**src/rtl/ucode_loader_pkg.sv**
```systemverilog
// Shared definitions for the serial uCode boot loader: sync byte and FSM state encodings.
package ucode_loader_pkg;

  localparam logic [7:0] LDR_SYNC = 8'hA5;

  typedef enum logic [3:0] {
    ST_IDLE,
    ST_BASE_H,
    ST_BASE_L,
    ST_CNT_H,
    ST_CNT_L,
    ST_DATA_H,
    ST_DATA_L,
    ST_CHECK,
    ST_DONE,
    ST_ERROR
  } ldr_state_e;

endpackage

```
**src/rtl/ucode_loader.sv**
```systemverilog
// Serial boot loader: assembles big-endian frames from a byte stream, writes uCode
// words into program memory and raises o_run once the frame checksum matches.
module ucode_loader
  import ucode_loader_pkg::*;
#(
  parameter int DATA_SZ = 16,
  parameter int ADDR_SZ = 10,
  parameter int TIMEOUT = 480_000
) (
  input  logic               i_clk,
  input  logic               i_rst,
  input  logic               i_rx_wr,
  input  logic [7:0]         i_rx_data,
  output logic               o_uc_wr,
  output logic [ADDR_SZ-1:0] o_uc_waddr,
  output logic [DATA_SZ-1:0] o_uc_wdata,
  output logic               o_busy,
  output logic               o_run,
  output logic               o_error
);

  localparam int SUM_W = ADDR_SZ + 7;
  localparam int TMR_W = $clog2(TIMEOUT + 1);
  localparam logic [SUM_W-1:0] MEM_MAX = SUM_W'(1) << ADDR_SZ;

  ldr_state_e         state, state_nx;
  logic [TMR_W-1:0]   timer;
  logic [7:0]         csum;
  logic [15:0]        idx;
  logic [15:0]        base;
  logic [15:0]        cnt;
  logic [7:0]         hi;
  logic               timeout;
  logic               accept;
  logic               wr_vld_p1;
  logic [ADDR_SZ-1:0] waddr_p1;
  logic [DATA_SZ-1:0] wdata_p1;

  // Whole window [base, base+count) must sit inside program memory.
  function automatic logic span_ok(input logic [15:0] b, input logic [15:0] c);
    logic [SUM_W-1:0] sum;
    sum = SUM_W'(b[ADDR_SZ-1:0]) + SUM_W'(c);
    return (b[15:ADDR_SZ] == '0) && (sum <= MEM_MAX);
  endfunction

  assign o_busy  = !(state inside {ST_IDLE, ST_DONE, ST_ERROR});
  assign o_run   = (state == ST_DONE);
  assign o_error = (state == ST_ERROR);
  assign timeout = o_busy && (timer == TMR_W'(TIMEOUT - 1));
  assign accept  = i_rx_wr && !timeout;

  assign o_uc_wr    = wr_vld_p1;
  assign o_uc_waddr = waddr_p1;
  assign o_uc_wdata = wdata_p1;

  always_comb begin
    state_nx = state;
    if (timeout) begin
      state_nx = ST_ERROR;
    end else if (i_rx_wr) begin
      case (state)
        ST_IDLE, ST_ERROR: if (i_rx_data == LDR_SYNC) state_nx = ST_BASE_H;
        ST_BASE_H: state_nx = ST_BASE_L;
        ST_BASE_L: state_nx = ST_CNT_H;
        ST_CNT_H:  state_nx = ST_CNT_L;
        ST_CNT_L: begin
          if (!span_ok(base, {cnt[15:8], i_rx_data})) state_nx = ST_ERROR;
          else if ({cnt[15:8], i_rx_data} == 16'd0)   state_nx = ST_CHECK;
          else                                        state_nx = ST_DATA_H;
        end
        ST_DATA_H: state_nx = ST_DATA_L;
        ST_DATA_L: state_nx = ((idx + 16'd1) == cnt) ? ST_CHECK : ST_DATA_H;
        ST_CHECK:  state_nx = (i_rx_data == csum) ? ST_DONE : ST_ERROR;
        default:   state_nx = state;
      endcase
    end
  end

  // Control state plus the registered write port (p1: one clock after the lo byte).
  always_ff @(posedge i_clk) begin
    if (i_rst) begin
      state     <= ST_IDLE;
      timer     <= '0;
      csum      <= '0;
      idx       <= '0;
      wr_vld_p1 <= 1'b0;
      waddr_p1  <= '0;
      wdata_p1  <= '0;
    end else begin
      state     <= state_nx;
      timer     <= (!o_busy || i_rx_wr) ? '0 : timer + TMR_W'(1);
      wr_vld_p1 <= accept && (state == ST_DATA_L);
      if (accept) begin
        if ((state == ST_IDLE || state == ST_ERROR) && i_rx_data == LDR_SYNC) begin
          csum <= '0;
          idx  <= '0;
        end else if (state inside {ST_BASE_H, ST_BASE_L, ST_CNT_H, ST_CNT_L,
                                   ST_DATA_H, ST_DATA_L}) begin
          csum <= csum ^ i_rx_data;
        end
        if (state == ST_DATA_L) begin
          waddr_p1 <= base[ADDR_SZ-1:0] + idx[ADDR_SZ-1:0];
          wdata_p1 <= DATA_SZ'({hi, i_rx_data});
          idx      <= idx + 16'd1;
        end
      end
    end
  end

  // Frame header and hi-byte holding registers carry no reset.
  always_ff @(posedge i_clk) begin
    if (accept) begin
      case (state)
        ST_BASE_H: base[15:8] <= i_rx_data;
        ST_BASE_L: base[7:0]  <= i_rx_data;
        ST_CNT_H:  cnt[15:8]  <= i_rx_data;
        ST_CNT_L:  cnt[7:0]   <= i_rx_data;
        ST_DATA_H: hi         <= i_rx_data;
        default: ;
      endcase
    end
  end

endmodule

```
**config.mk**
```make
export PLATFORM = sky130hd
export DESIGN_NAME = ucode_loader
export DESIGN_NICKNAME = d
export VERILOG_FILES = /design/src/rtl/ucode_loader_pkg.sv /design/src/rtl/ucode_loader.sv
export SDC_FILE = /design/constraint.sdc
export NUM_CORES = 1
export LEC_CHECK = 0
export ABC_AREA = 1
export BUFFER_PORTS_ARGS = -buffer_cell sky130_fd_sc_hd__buf_2
export CORE_MARGIN = 4
export CORE_UTILIZATION = 55
export CTS_CLUSTER_DIAMETER = 40
export CTS_CLUSTER_SIZE = 25
export DETAILED_ROUTE_END_ITERATION = 6
export PLACE_DENSITY = 0.82
export SLEW_MARGIN = 20
export SYNTH_ARGS = -nofsm -noshare
export SYNTH_HDL_FRONTEND = slang
export SYNTH_SLANG_ARGS = --single-unit
```
**constraint.sdc**
```tcl
create_clock -name i_clk -period 2.1 [get_ports i_clk]
set_input_delay 0.42 -clock i_clk [delete_from_list [all_inputs] [get_ports i_clk]]
set_output_delay 0.42 -clock i_clk [all_outputs]
set_load 0.03 [all_outputs]
```
==> impl_metrics.csv <==
group,metric,value,unit
synth,synth_cells,828,
synth,synth_seq_area_share,42.86,%
grt,grt_pass1_wl,29440,um
layout,diodes,0,
sta,clock_skew,0.008476,ns
place,portBuffers,40,
worst_setup_path,required,2.46,ns
sta,worst_pin_slew,0.8857,ns
worst_hold_path,hold_start,"i_rx_data[3]",
power_and_ir_drop,ir_drop,0.8363,mV
grt,overflow,0,
synth,synth_top_area_share,23.67,%
clocking,cts_root_buf,"clkbuf_16",
synth,ys.flop_type,"dfxtp_1",
die,design.portCount,41,
worst_setup_path,r2r_slack,-0.56,ns
layout,layout-area-overhead-vs-synth,32.51,%
status,violations,"DRC, setup timing",
worst_setup_path,crit_path_start_kind,"flop",
sta,setup_viol,8,
sta,period_minus_slack,2.663,ns
routing,postRouteAntennaNets,0,
routing,wire_per_inst,18.60,um
routing,routed-via-count,6649,
layout,layout.nets,1009,
clocking,clk_pin_slew,0.06,ns
sta,finalCritPeriodShare,126.8,%
clocking,cts-htree-levels,4,
clocking,cts_sinks,114,
status,status,"finished with violations",
sta,slew_headroom,40.89,%
synth,synth.area.top_cells,"dfxtp_1 24%, edfxtp_1 19%, nand2_1 12%, nor2_1 6.8%, inv_1 6.5%",
worst_setup_path,cp.arrival,3.02,ns
synth,synth_edf_count,40,
routing,drt-pass1-iter-count,7,
worst_setup_path,cp_max_fo,4,
routing,drcViolationCount,3,
sta,hold_violations,0,
grt,grtUsageTotal,28.55,%
worst_hold_path,hold_path.class,"in2reg",
sta,holdWs,0.2872,ns
layout,nFillCells,680,
die,start_util,56.98,%
sta,timing.final.ws_setup,-0.5632,ns
power_and_ir_drop,leakage,3.639,nW
place,post-dp-hpwl,12060,um
power_and_ir_drop,power_frac_clock,55.6,%
clocking,insertion_delay,0.43,ns
die,rows,38,
die,fp.dieH,114.7,um
clocking,cts_buffer_depth,2,
grt,antenna_found_initial,0,
power_and_ir_drop,powerDensity,686.8,nW/um^2
synth,synth_seq_cells,114,
power_and_ir_drop,switching_share,22.20,%
layout,post-route-util,75.51,%
die,die_w,114.7,um
routing,via_per_inst,5.895,
synth,syn_area,6259,sq um
clocking,cts_hold_buf,0,
worst_setup_path,end_kind,"flop",
synth,avgSynthCellArea,7.559,sq um
routing,drt_iter0_markers,782,
sta,finalMaxSlewViolations,0,
clocking,cts_buffers,17,
synth,synth_nets,862,
sta,fmax,375.5,MHz
worst_setup_path,crit_start,"base[4]",
place,gp_congestion,0.9445,
power_and_ir_drop,seq_power_share,40.1,%
power_and_ir_drop,p_comb_share,4.3,%
layout,drive_gt1_share,26.01,%
synth,async_flop_share,0,%
sta,setup_tns,-1.791,ns
flow_run,maxCapViolations,0,
worst_setup_path,crit_type,"reg2reg",
synth,synth_cell_types,49,
sta,grt_setup_unrepaired,"true",
grt,grt_max_degree,38,
synth,synth_top_area_cell,"dfxtp_1",
power_and_ir_drop,p_int,4.431,mW
grt,grt_pass1_vias,6124,
clocking,cts_tree,"done",
die,die-area,13150,sq um
place,post-place-ws,-0.2391,ns
power_and_ir_drop,p_switching,1.264,mW
routing,wl,20980,um
synth,synth-warning-count,0,
die,core-area,10980,sq um
worst_setup_path,r2r-start,"base[4]",
## critical path, cell delays in order, from the launching register on
cell and delay (ns):
edfxtp_1 0.48, ha_4 0.34, nand2_1 0.10, nor2_1 0.22, nand3_2 0.14, nand2_2 0.13
nand2_2 0.07, buf_4 0.13, nand3_1 0.07, nand2_1 0.09, inv_1 0.10, nand2_1 0.13
nor2_4 0.14, nand4_1 0.15, nand3_1 0.14, nand2_1 0.07, a21oi_1 0.11
## stage by stage
| step | instances | power [mW] | instance area [sq um] |
|---|---|---|---|
| 6_report | 1128 | 5.695 | 8293 |
| 5_1_grt | 1128 | 5.819 | 8293 |
| 4_1_cts | 1113 | 5.633 | 7950 |
| 3_5_place_dp | 1078 | 2.537 | 7219 |
| 3_3_place_gp | 1078 | 2.533 | 7219 |
| 2_1_floorplan | 828 | 2.430 | 6285 |
## logic make-up after synthesis
logic type               synth area share [%]
buffers and inverters                   7.937
AND/OR/NAND/NOR                         29.57
AO/OA/AOI/OAI                           11.08
adder cells (fa/ha/maj)                 4.838
XOR/XNOR                                3.718
flip-flops                              42.86
## synth_stat cells (12+ instances only)
master    count
edfxtp_1     40
xnor2_1      12
nor2_1      113
o21ai_0      41
xor2_1       12
nand2_1     194
nand4_1      17
dfxtp_1      74
nor3_1       17
inv_1       108
ha_1         21
a21oi_1      44
nand3_1      53
## sequential cells by signal, indices dropped and copies added (netlist names), 4 cells and up
name        count
base           16
cnt            16
csum            8
state           4
o_uc_waddr     10
timer          19
hi              8
o_uc_wdata     16
idx            16
## path summary, 6_finish.rpt
| kind | end | cells past startpoint |
|---|---|---|
| max | state[1] | 16 |
| min | cnt[11] | 1 |
| max reg2reg | state[1] | 16 |
| min reg2reg | timer[0] | 1 |
## power groups by stage
stage	clock network, mW	registers (mW)	logic, mW
2_1_floorplan	0	2.33	0.0982
3_3_place_gp	0	2.33	0.202
3_5_place_dp	0	2.33	0.205
4_1_cts	3.13	2.28	0.214
5_1_grt	3.28	2.28	0.259
6_report	3.16	2.28	0.246
## placed cells by master (no fill, tap or decap), types with 7 or more instances in the layout
cell	count
nor3_1	14
buf_2	41
o21ai_0	35
inv_1	105
ha_4	9
ha_1	11
nand2_2	10
xnor2_1	12
nand3b_1	7
buf_4	94
nand2_1	183
clkbuf_16	18
nand4_1	17
o22ai_2	9
nand3_1	49
edfxtp_1	40
xor2_1	12
dfxtp_1	68
a21oi_1	38
nor2_1	105
## metal layers
layer | track usage (%) | up-vias | routed length (um)
met1 | 34.93 | 3017 | 7658
met2 | 46.14 | 461 | 9709
li1 | - | 3033 | -
met5 | 0 | - | 0
met3 | 8.351 | 138 | 2067
met4 | 13.62 | 0 | 1549
## timing repair
item / CTS / global route
cloned: 0 / 1
resized for setup: 22 / 53
setup endpoints to repair: 31 / 50
pin swaps: 13 / 24
setup buffers: 3 / 16
## cell type report
type,count,area [sq um],area share (%)
multi-input cells,589,3367,40.60
flip-flops and latches,114,2690,32.44
repair buffers,141,999.7,12.05
clock buffers,20,457.9,5.522
inverters,112,425.4,5.130
clock inverters,12,177.7,2.142
well taps,140,175.2,2.112
(Power assumes the default switching activity.)
